===== src/rtl/pinwheel_hart_sched.sv =====
// Barrel-thread hart scheduler: per-hart PC table plus a round-robin issuer that skips sleeping and in-flight harts.
// Optional PINWHEEL_SCHED_BYPASS_EN lets harts written back or woken this edge issue in the same edge.

module pinwheel_hart_slot #(
  parameter int                 PC_BITS = 24,
  parameter logic [PC_BITS-1:0] RST_PC  = '0,
  parameter bit                 RST_ACT = 1'b0
) (
  input  logic               clock,
  input  logic               reset_n,
  input  logic               wb_hit,
  input  logic               wb_sleep,
  input  logic [PC_BITS-1:0] wb_pc,
  input  logic               wake_hit,
  input  logic [PC_BITS-1:0] wake_pc,
  input  logic               issue_hit,
  output logic               active,
  output logic               busy,
  output logic               run_nxt,
  output logic [PC_BITS-1:0] pc_nxt
);
  localparam logic [PC_BITS-1:0] ALIGN = ~PC_BITS'(3);

  logic [PC_BITS-1:0] pc;
  logic               act_nxt;

  // Wake is applied after writeback, so a same-edge sleep+wake leaves the hart awake.
  always_comb begin
    pc_nxt  = pc;
    act_nxt = active;
    if (wb_hit) begin
      pc_nxt = wb_pc & ALIGN;
      if (wb_sleep) act_nxt = 1'b0;
    end
    if (wake_hit) begin
      pc_nxt  = wake_pc & ALIGN;
      act_nxt = 1'b1;
    end
    run_nxt = act_nxt & ~(busy & ~wb_hit);
  end

  always_ff @(posedge clock or negedge reset_n) begin
    if (!reset_n) begin
      pc     <= RST_PC;
      active <= RST_ACT;
      busy   <= 1'b0;
    end else begin
      pc     <= pc_nxt;
      active <= act_nxt;
      busy   <= (busy & ~wb_hit) | issue_hit;
    end
  end
endmodule

module pinwheel_hart_sched #(
  parameter int                 NUM_HARTS = 8,
  parameter int                 HART_BITS = 3,
  parameter int                 PC_BITS   = 24,
  parameter logic [PC_BITS-1:0] RESET_PC  = 24'h400000
) (
  input  logic                 clock,
  input  logic                 reset_n,
  input  logic                 stall,
  input  logic                 wb_valid,
  input  logic [HART_BITS-1:0] wb_hart,
  input  logic [PC_BITS-1:0]   wb_pc,
  input  logic                 wb_sleep,
  input  logic                 wake_valid,
  input  logic [HART_BITS-1:0] wake_hart,
  input  logic [PC_BITS-1:0]   wake_pc,
  output logic                 issue_valid,
  output logic [HART_BITS-1:0] issue_hart,
  output logic [31:0]          issue_hpc,
  output logic [NUM_HARTS-1:0] active_mask,
  output logic [NUM_HARTS-1:0] busy_mask,
  output logic                 err,
  output logic [31:0]          ticks
);
  logic [NUM_HARTS-1:0]              wb_hit, wake_hit, issue_hit, run_nxt, elig, act_after_wb, sh;
  logic [NUM_HARTS-1:0][PC_BITS-1:0] pc_nxt;
  logic [HART_BITS-1:0]              last, pick;
  logic                              wb_ok, wake_ok, err_set, found, do_issue;
  int                                idx;

  for (genvar g = 0; g < NUM_HARTS; g++) begin : g_slot
    pinwheel_hart_slot #(
      .PC_BITS (PC_BITS),
      .RST_PC  ((g == 0) ? RESET_PC : '0),
      .RST_ACT (g == 0)
    ) u_slot (
      .clock     (clock),
      .reset_n   (reset_n),
      .wb_hit    (wb_hit[g]),
      .wb_sleep  (wb_sleep),
      .wb_pc     (wb_pc),
      .wake_hit  (wake_hit[g]),
      .wake_pc   (wake_pc),
      .issue_hit (issue_hit[g]),
      .active    (active_mask[g]),
      .busy      (busy_mask[g]),
      .run_nxt   (run_nxt[g]),
      .pc_nxt    (pc_nxt[g])
    );
  end

  always_comb begin
    wb_ok        = wb_valid && (int'(wb_hart) < NUM_HARTS) && busy_mask[wb_hart];
    wb_hit       = wb_ok ? (NUM_HARTS'(1) << wb_hart) : '0;
    act_after_wb = active_mask & ~(wb_hit & {NUM_HARTS{wb_sleep}});
    wake_ok      = wake_valid && (int'(wake_hart) < NUM_HARTS) && !act_after_wb[wake_hart];
    wake_hit     = wake_ok ? (NUM_HARTS'(1) << wake_hart) : '0;
    err_set      = (wb_valid && !wb_ok) || (wake_valid && !wake_ok);
  end

`ifdef PINWHEEL_SCHED_BYPASS_EN
  assign elig = run_nxt;
`else
  assign elig = active_mask & ~busy_mask;
`endif

  // Round-robin search starting just past the last issued hart.
  always_comb begin
    found = 1'b0;
    pick  = '0;
    idx   = 0;
    sh    = '0;
    for (int i = 1; i <= NUM_HARTS; i++) begin
      idx = int'(last) + i;
      if (idx >= NUM_HARTS) idx = idx - NUM_HARTS;
      sh = elig >> idx;
      if (!found && sh[0]) begin
        found = 1'b1;
        pick  = HART_BITS'(idx);
      end
    end
    do_issue  = found && !stall;
    issue_hit = do_issue ? (NUM_HARTS'(1) << pick) : '0;
  end

  always_ff @(posedge clock or negedge reset_n) begin
    if (!reset_n) begin
      last        <= HART_BITS'(NUM_HARTS - 1);
      issue_valid <= 1'b0;
      issue_hart  <= '0;
      issue_hpc   <= '0;
      err         <= 1'b0;
      ticks       <= '0;
    end else begin
      issue_valid <= do_issue;
      issue_hart  <= do_issue ? pick : '0;
      issue_hpc   <= do_issue ? ((32'(pick) << PC_BITS) | 32'(pc_nxt[pick])) : '0;
      if (do_issue) last <= pick;
      err         <= err | err_set;
      ticks       <= ticks + 32'd1;
    end
  end
endmodule

===== config.mk =====
export PLATFORM = sky130hd
export DESIGN_NAME = pinwheel_hart_sched
export DESIGN_NICKNAME = d
export VERILOG_FILES = /design/src/rtl/pinwheel_hart_sched.sv
export SDC_FILE = /design/constraint.sdc
export NUM_CORES = 1
export LEC_CHECK = 0
export CAP_MARGIN = 20
export CORE_UTILIZATION = 62
export DETAILED_ROUTE_END_ITERATION = 10
export HOLD_SLACK_MARGIN = 0.02
export PLACE_DENSITY = 0.86
export SYNTH_ARGS = -nofsm -noshare
export SYNTH_HDL_FRONTEND = slang
export SYNTH_SLANG_ARGS = --single-unit

===== constraint.sdc =====
create_clock -name clock -period 6 [get_ports clock]
set_input_delay 0.6 -clock clock [delete_from_list [all_inputs] [get_ports clock]]
set_output_delay 0.6 -clock clock [all_outputs]
set_load 0.02 [all_outputs]

* Word level (Yosys, flattened, before mapping)
Index checks and enable logic that the tools add are counted.
** Word-level totals
- Register bits :: 275
- Bits of input ports :: 60
- Output and inout bits :: 85
- Word-level logic and storage cells :: 216
** Operators by class
- $add $sub $neg :: 17
- $lt $le $gt $ge :: 11
- Shift operators :: 11
- Mux-type cells :: 68
- Bitwise logic cells :: 31
- Reductions and logical operators :: 48
** Operators by type and width (number)
- 24-bit 2-to-1 mux :: 17
- 32-bit 2-to-1 mux :: 8
- 8-bit by 32-bit right shift with 1-bit output :: 8
- 24-bit binary-select mux with 3-bit select :: 1
- 4-bit by 4-bit subtractor with 5-bit output (second input constant) :: 7
- 32-bit by 1-bit adder with 32-bit output (second input constant) :: 1
- 2-bit nonzero test :: 16
- 4-bit >= comparator (second input constant) :: 7
- 1-bit 2-to-1 mux :: 27
- 27-bit 2-to-1 mux :: 1
- 3-bit 2-to-1 mux :: 9
- 27-bit by 24-bit bitwise OR with 27-bit output :: 1
- 8-bit bitwise AND :: 3
- 8-bit 2-to-1 mux :: 3
- 1-bit by 3-bit << shifter with 8-bit output (first input constant) :: 3
- 3-bit by 3-bit adder with 4-bit output (second input constant) :: 4
- 8-bit NOT :: 2
- 2-bit AND reduction :: 8
- 1-bit logical AND :: 12
- 3-bit by 4-bit < comparator with 1-bit output (second input constant) :: 3
- 1-bit logical NOT :: 11
- 1-bit bitwise OR :: 9
- 3-bit by 2-bit adder with 4-bit output (second input constant) :: 2
- 1-bit bitwise AND :: 8
- other kinds (7) :: 15

* Logic depth before layout (Yosys ltp)
- Depth after elaboration :: 30
- Mapped depth :: 15
- Depth with buffers taken out :: 11

* By module
From an unflattened synthesis, not the netlist that was laid out.
** Unflattened totals
- Cell total of the unflattened synthesis :: 1419
- Area total of the unflattened synthesis :: 15120.8 um^2
** Modules (own cells, without submodules)
- pinwheel_hart_slot (g_slot[1].u_slot ...) :: instances 7, cells each 107, area an instance 1194.9 um^2, seq. area each 650.6 um^2
- pinwheel_hart_sched :: instances 1, cells each 563, area an instance 5559.1 um^2, seq. area each 1605.3 um^2
- pinwheel_hart_slot (g_slot[0].u_slot) :: instances 1, cells each 107, area an instance 1197.4 um^2, seq. area each 653.1 um^2

* Worst setup path before layout
Ideal clock, no wire load.
- Kind :: flip-flop to flip-flop
- Start :: register last[0]
- End :: register issue_hpc[15]
- Library setup time :: 0.138 ns
- Data arrival time :: 3.805 ns
- Path slack :: 2.057 ns
- Stages on the path, launching flop included :: 15
- Path buffers :: 5
- Cell sequence :: dfstp_2 buf_6 inv_2 buf_6 ha_1 buf_1 mux4_2 nand2b_1 or3_4 o32ai_4 buf_4 buf_2 mux2_2 a22oi_1 o211ai_1
** Between the ends
- Cells in the longest elaborated chain, start to end :: 30
- Elaborated cells on any way between the ends :: 75
- Those cells by class :: 16 x add/sub; 8 x order compare; 8 x shift; 27 x mux; 1 x bitwise; 15 x reduce/logical
** Ends and longest elaborated chain
- start: declaration :: line 81 : logic [HART_BITS-1:0] last, pick;
- start signal: assignment :: line 142 : last <= HART_BITS'(NUM_HARTS - 1);
- start signal: assignment :: line 152 : if (do_issue) last <= pick;
- 3-bit by 1-bit adder with 4-bit output :: line 128 : idx = int'(last) + i;
- 4-bit by 4-bit subtractor with 5-bit output / 4-bit >= comparator (equally long branches) :: line 129 : if (idx >= NUM_HARTS) idx = idx - NUM_HARTS;
- 32-bit 2-to-1 mux :: line 129
- 8-bit by 32-bit right shift with 1-bit output :: line 130 : sh = elig >> idx;
- 1-bit 2-to-1 mux :: line 131 : if (!found && sh[0]) begin
- 1-bit logical NOT :: line 131
- 1-bit logical AND :: line 131
- 1-bit 2-to-1 mux :: line 131
- [14 not listed]
- 1-bit 2-to-1 mux :: line 131
- 1-bit logical NOT :: line 131
- 1-bit logical AND :: line 131
- 3-bit 2-to-1 mux :: line 131
- 24-bit binary-select mux with 3-bit select :: line 151 : issue_hpc <= do_issue ? ((32'(pick) << PC_BITS) | 32'(pc_nxt[pick])) : '0;
- 24-bit 2-to-1 mux (implied by the code) :: line 151
- 27-bit by 24-bit bitwise OR with 27-bit output :: line 151
- 27-bit 2-to-1 mux * :: line 151
- end signal: assignment :: line 151
- end: declaration :: line 73 : output logic [31:0] issue_hpc,
Every way passes the cells marked *; elsewhere a longest branch is shown, timed or not. The select of a mux whose other input is x is not followed.
A chain may end at the register's enable or synchronous reset.

* Worst setup path after layout
- Start :: register last[0]
- End :: register issue_hpc[2]
Same word-level chain as after synthesis.

==> summary.md <==
| Metric | Value |
|---|---|
| Register bit count reported by yosys | `about 270` |
| Fin. Hold Viols | `0` |
| Drt total wl | `37300 um` |
| Max-slew headroom at the worst pin | `25.74%` |
| Post-placement setup slack | `1.086 ns` |
| Final setup violating endpoints | `0` |
| RSZ-0062 raised after global routing | `no` |
| Main synth FF type | `sky130_fd_sc_hd__dfrtp_1` |
| CTS Root Cell | `sky130_fd_sc_hd__clkbuf_16` |
| Top fanout value on the critical path | `20` |
| Worst-skew pair later-pin latency | `between 0.5 and 0.6 ns` |
| Total gr overflow | `0` |
| Hold_ws | `0.07230 ns` |
| Sum of net half-perimeters after detailed placement | `22530 um` |
| Number of antenna violations at the first check in global routing | `1` |
| Port Buffer Count | `135` |
| Setup Buffers After CTS | `0` |
| Reported max-cap violation count | `0` |
| Required arrival time at the worst endpoint | `between 6 and 7 ns` |
| Max clock buf depth | `3` |
| Initial Utilization | `a little under two thirds` |
| Period utilization | `82.93%` |
| Clock network power share | `17.3%` |
| Wire length of the first global-routing pass | `58860 um` |
| Cell internal pwr | `0.006436 W` |
| Status | `finished clean` |
| CTS Sinks | `approximately 270` |
| Nets@finish | `~1500` |
| Smallest setup slack after layout | `just over 1 ns` |
| Post-synthesis average cell area | `10.30 sq um` |
| IR drop worst, VDD | `around 0.97 mV` |
| Combinational group share of total power | `57.7%` |
| Maximum number of pins on one net before global-route repair | `approximately 180` |
| Post-Synthesis Cell Area | `0.01466 sq mm` |
| Share of final-layout standard cells stronger than drive strength 1 | `approximately a tenth` |
| Post-CTS clock slew at the launch and capture registers of the worst setup and hold paths | `about 0.06 ns` |
| DIE HEIGHT | `~160 um` |
| Cell row count | `55` |
| Final antenna-violating net count | `0` |
| Total via count in the routed design | `11080` |
| Core area | `0.02292 sq mm` |
| Cell variety after synth | `67` |
| Total Power | `0.01093 W` |
| Data arrival time of the worst path | `5.41 ns` |
| Synthesis-to-layout area growth | `15.27%` |
| Setup skew after layout | `0.01440 ns` |
| Achievable frequency | `201.0 MHz` |
| Kind of end point of the critical path | `register` |
| Switching power as a share of total power | `41.12%` |
| Clock tree from TritonCTS | `built` |
| # H-tree levels | `1` |
| Net load switching power | `between 0.004 and 0.005 W` |
| Ys async rst share | `100.0%` |
| Routability congestion estimate from global placement | `around 0.91` |
| Type of element launching the critical path | `register` |
| Sequential fraction of the synthesis area | `46.46%` |
| Total Die Area | `around 0.024 sq mm` |
| Via count of the first global-routing pass | `11210` |
| Power density over cell area | `around 650 mW/mm^2` |
| Number of detailed-route iterations in the first pass | `7` |
| Via-per-instance ratio | `between 6 and 7` |
| Time the worst path needs with I/O delays and setup | `4.976 ns` |
| DRC violations left | `0` |
| Crit path kind | `reg -> reg` |
| Sequential cell fraction of total power | `25.0%` |
| Number of top-level pins | `145` |
| Warnings, synthesis | `0` |
| Hold Buf Count CTS | `0` |
| Diodes inserted | `0` |
| Total negative slack for setup checks | `0 ns` |
| Final max-slew violation count | `0` |
| 1st-iter DRT viols | `1001` |
| Count of flip-flops with a built-in enable after synthesis | `0` |
| Die Wd | `155.8 um` |
| Instance count of the mapped netlist | `1423` |
| Number of buffers added by the clock tree synthesis step | `29` |
| Class of the tightest hold or removal check | `in -> async` |
| Tightest Pin Transition | `1.112 ns` |
| Routed WL per cell | `20.87 um` |
| Leakage Power | `around 8 nW` |
| CTS-repair resized insts | `0` |
| Overall global routing resource usage | `a little under a third` |
-- power by group through the flow --
stage	sequential [W]	clock [W]	combinational [W]
6_report	0.00273	0.00190	0.00631
5_1_grt	0.00278	0.00199	0.00673
4_1_cts	0.00273	0.00190	0.00624
3_5_place_dp	0.00275	0	0.00618
3_3_place_gp	0.00272	0	0.00604
2_1_floorplan	0.00270	0	0.00493
-- layout make-up --
class | instances | area (sq um)
clock buffer | 38 | 829.5
clock inverter | 15 | 190.2
fill | 1559 | 6013
inverter | 12 | 45.04
multi-input combinational | 983 | 7077
sequential | 272 | 6813
tap | 313 | 391.6
timing repair buffer | 154 | 1556
-- Yosys cell counts, types with 3 or more instances --
cell,number,share of area [%]
sky130_fd_sc_hd__nand4_1,8,0.34
sky130_fd_sc_hd__nand3_1,21,0.72
sky130_fd_sc_hd__o211ai_1,13,0.67
sky130_fd_sc_hd__o22ai_1,5,0.21
sky130_fd_sc_hd__a22oi_1,11,0.56
sky130_fd_sc_hd__inv_2,4,0.10
sky130_fd_sc_hd__o21ai_1,3,0.10
sky130_fd_sc_hd__buf_2,11,0.38
sky130_fd_sc_hd__inv_1,8,0.20
sky130_fd_sc_hd__mux4_2,18,2.8
sky130_fd_sc_hd__xnor2_1,23,1.4
sky130_fd_sc_hd__nor2b_1,12,0.51
sky130_fd_sc_hd__nor2_1,157,4.0
sky130_fd_sc_hd__mux2_2,24,1.8
sky130_fd_sc_hd__dfstp_2,5,0.90
sky130_fd_sc_hd__ha_1,4,0.34
sky130_fd_sc_hd__nand2b_1,17,0.73
sky130_fd_sc_hd__and3_1,24,1.0
sky130_fd_sc_hd__buf_4,28,1.4
sky130_fd_sc_hd__o22a_1,13,0.78
sky130_fd_sc_hd__o221ai_1,14,0.84
sky130_fd_sc_hd__mux2i_1,262,18
sky130_fd_sc_hd__a22o_1,5,0.30
sky130_fd_sc_hd__buf_1,4,0.10
sky130_fd_sc_hd__nand2_1,89,2.3
sky130_fd_sc_hd__clkbuf_2,22,0.75
sky130_fd_sc_hd__dfrtp_1,267,46
sky130_fd_sc_hd__a21o_1,4,0.20
sky130_fd_sc_hd__and2_1,3,0.13
sky130_fd_sc_hd__clkbuf_1,89,2.3
sky130_fd_sc_hd__mux2_1,5,0.38
sky130_fd_sc_hd__a21oi_1,136,4.6
sky130_fd_sc_hd__xor2_1,10,0.60
sky130_fd_sc_hd__a211oi_1,3,0.15
sky130_fd_sc_hd__buf_6,5,0.38
sky130_fd_sc_hd__nor3b_1,3,0.15
sky130_fd_sc_hd__o21ai_0,55,1.9
sky130_fd_sc_hd__nor3_1,4,0.14
-- flip-flops by register name (all words and copies together), names as in the netlist --
register and count:
last 3, g_slot.u_slot.busy 8, issue_hpc 26, ticks 32, issue_hart 1, issue_valid 1
g_slot.u_slot.pc 192, g_slot.u_slot.active 8, err 1
-- cells by family (layout without fill, tap and decap cells) --
family	after synthesis	after routing	share of synthesized area, %
compound gates	278	278	11.59
xor+xnor	33	33	1.971
fa+ha+maj	4	4	0.3413
buf+inv	172	219	5.683
flops	272	272	46.46
mux	310	310	22.98
other cells	1	5	0.02557
simple gates	353	353	10.95
-- per-layer routing --
layer / wire (um) / GRT usage (%) / vias up
met5: 0 / 0 / -
met3: 2693 / 5.194 / 79
met1: 15160 / 40.04 / 5497
met4: 1017 / 11.34 / 0
met2: 18430 / 52.47 / 465
li1: - / - / 5039
-- cell usage in the layout (no fill, tap or decap), drive strengths merged, types with 21 or more instances in the layout --
| master | Yosys | routed |
|---|---|---|
| clkdlybuf4s50 | 0 | 134 |
| mux2i | 262 | 262 |
| nand2 | 89 | 89 |
| nand3 | 21 | 21 |
| a21oi | 136 | 136 |
| mux2 | 30 | 30 |
| nor2 | 157 | 157 |
| o21ai | 58 | 58 |
| clkbuf | 112 | 38 |
| xnor2 | 23 | 23 |
| and3 | 24 | 24 |
| dfrtp | 267 | 267 |
-- critical path, cell delays in order, from the launching register on --
cell	delay (ns)
sky130_fd_sc_hd__dfstp_2	0.81
sky130_fd_sc_hd__inv_2	0.23
sky130_fd_sc_hd__ha_1	0.53
sky130_fd_sc_hd__inv_1	0.29
sky130_fd_sc_hd__mux4_2	0.60
sky130_fd_sc_hd__a311oi_1	0.29
sky130_fd_sc_hd__nor3_1	0.11
sky130_fd_sc_hd__o32ai_4	0.65
sky130_fd_sc_hd__nand2_1	0.67
sky130_fd_sc_hd__buf_4	0.43
sky130_fd_sc_hd__o221ai_1	0.22
-- metrics by stage --
| step | std cells | utilization, % | cell area, sq um |
|---|---|---|---|
| 2_1_floorplan | 1427 | - | 14680 |
| 3_3_place_gp | 1732 | 69.10 | 15840 |
| 3_5_place_dp | 1732 | 69.10 | 15840 |
| 4_1_cts | 1785 | 73.55 | 16850 |
| 5_1_grt | 1787 | 73.76 | 16900 |
| 6_report | 1787 | 73.76 | 16900 |
-- worst paths after layout --
path / start / slack (ns) / endpoint / cells after the start
worst min register to register: ticks[31] / 0.48 / ticks[31] / 1
worst max register to register: last[0] / 1.02 / issue_hpc[2] / 10
min in group clock: ticks[31] / 0.48 / ticks[31] / 1
max in group asynchronous: reset_n / 4.53 / ticks[30] / 2
worst min-delay path: reset_n / 0.07 / g_slot[5].u_slot.pc[13] / 1
worst max-delay path: last[0] / 1.02 / issue_hpc[2] / 10
Power figures use the tool's default switching activity.
==> edit, RTL diff (same settings) <==
The parameter `NUM_HARTS` goes from 8 to 4.
--- a/src/rtl/pinwheel_hart_sched.sv
+++ b/src/rtl/pinwheel_hart_sched.sv
@@ -53,7 +53,7 @@
 endmodule
 
 module pinwheel_hart_sched #(
-  parameter int                 NUM_HARTS = 8,
+  parameter int                 NUM_HARTS = 4,
   parameter int                 HART_BITS = 3,
   parameter int                 PC_BITS   = 24,
   parameter logic [PC_BITS-1:0] RESET_PC  = 24'h400000
Ports: changed (resized active_mask and busy_mask); port bits go from 145 to 137. The function was not compared with the original's and may differ.
==> edit against the original RTL <==
Critical path depth down 2; wire length down 49%; design area down 38%; utilization up 4.8 points; sequential share of layout area about the same; power down 55%; via count down 49%; count of clock-buffer cells in the layout down 18; sequential cell count down 104; clock power down 43%; synthesized area down 42%; worst setup slack better by 1.3 ns; critical endpoint is now issue_hpc[0]$_DFF_PN0_.
==> edit: results (changes against the original RTL) <==
* Largest net degree at the start of global routing at 114 (was 177)
* Area of placed instances at 0.00983 sq mm (was 0.0158 sq mm)
* Internal Power at 0.00322 W (was 0.00644 W)
* Result of the run: complete, no violations (unchanged)
* Area share of fa/ha/maj cells after synthesis at 1.03% (was 0.341%)
* Number of global-route vias before repair at 6090 (was 11200)
* Length of the first detailed-routing pass in iterations at 4 (was 7)
* Buffers on Ports at 127 (was 135)
* Transition at the pin with the smallest max-transition slack at 0.906 ns (was 1.11 ns)
* XOR/XNOR Fraction of Synth Area at 3.09% (was 1.97%)
* Portion of the post-synthesis area used by sequential elements at 49.4% (was 46.5%)
* Worst-case clock skew at 0.0106 ns (was 0.0144 ns)
* Worst skew pair latency at 0.43 ns (was 0.55 ns)
* CP Data Arrival Time at 4.02 ns (was 5.41 ns)
* Number of cells traversed by the worst register-to-register path at 8 (was 10)
* H-tree Lvls at 4 (was 1)
* Register share of total power at 31.8% (was 25.0%)
* Fraction of layout cells with a size suffix above 1 at 32.4% (was 9.43%)
* Vias per std cell at 5.93 (was 6.20)
* DPL Wire Length at 11800 um (was 22500 um)
* Peak ir drop on the vdd network at 0.408 mV (was 0.968 mV)
* Dpl ws at 2.03 ns (was 1.09 ns)
* Routed wire length per instance at 20.2 um (was 20.9 um)
* Unique cell type count in the Yosys netlist at 55 (was 67)
* Global-route wire length before repair at 31100 um (was 58900 um)
* Placer's final routability congestion estimate at 0.834 (was 0.912)
* Period Utilization, post-route at 61.8% (was 82.9%)
* R2R Setup Slk at 2.29 ns (was 1.02 ns)
* Biggest registers after layout: g_slot.u_slot.pc (96), ticks (32), issue_hpc (26) (was g_slot.u_slot.pc (192), ticks (32), issue_hpc (26))
## edit: area by class of cell
type | instances | area share, %
Clock buffer | 20 | 4.47
Clock inverter | 12 | 1.20
Inverter | 13 | 0.467
Multi-Input combinational cell | 425 | 38.4
Sequential cell | 168 | 40.3
Tap cell | 176 | 2.11
Timing Repair Buffer | 137 | 13.1
## edit: per-stage QoR
step	total power [W]	hold WS, ns	utilization, %	std cells
finish	0.00496	0.0719	78.6	951
global route	0.00520	0.0914	78.6	951
CTS	0.00498	0.371	78.4	950
detailed placement	0.00388	0.459	73.9	918
global placement	0.00376	0.461	73.9	918
floorplan	0.00336	0.304	-	651
## edit: per-layer routing
| metal | part of all wire (%) | up-vias | track usage (%) |
|---|---|---|---|
| met4 | 2.1 | 0 | 11.8 |
| met2 | 51 | 190 | 49.9 |
| li1 | - | 2535 | - |
| met1 | 40 | 2880 | 33.6 |
| met5 | 0 | - | 0 |
| met3 | 6.1 | 31 | 6.94 |
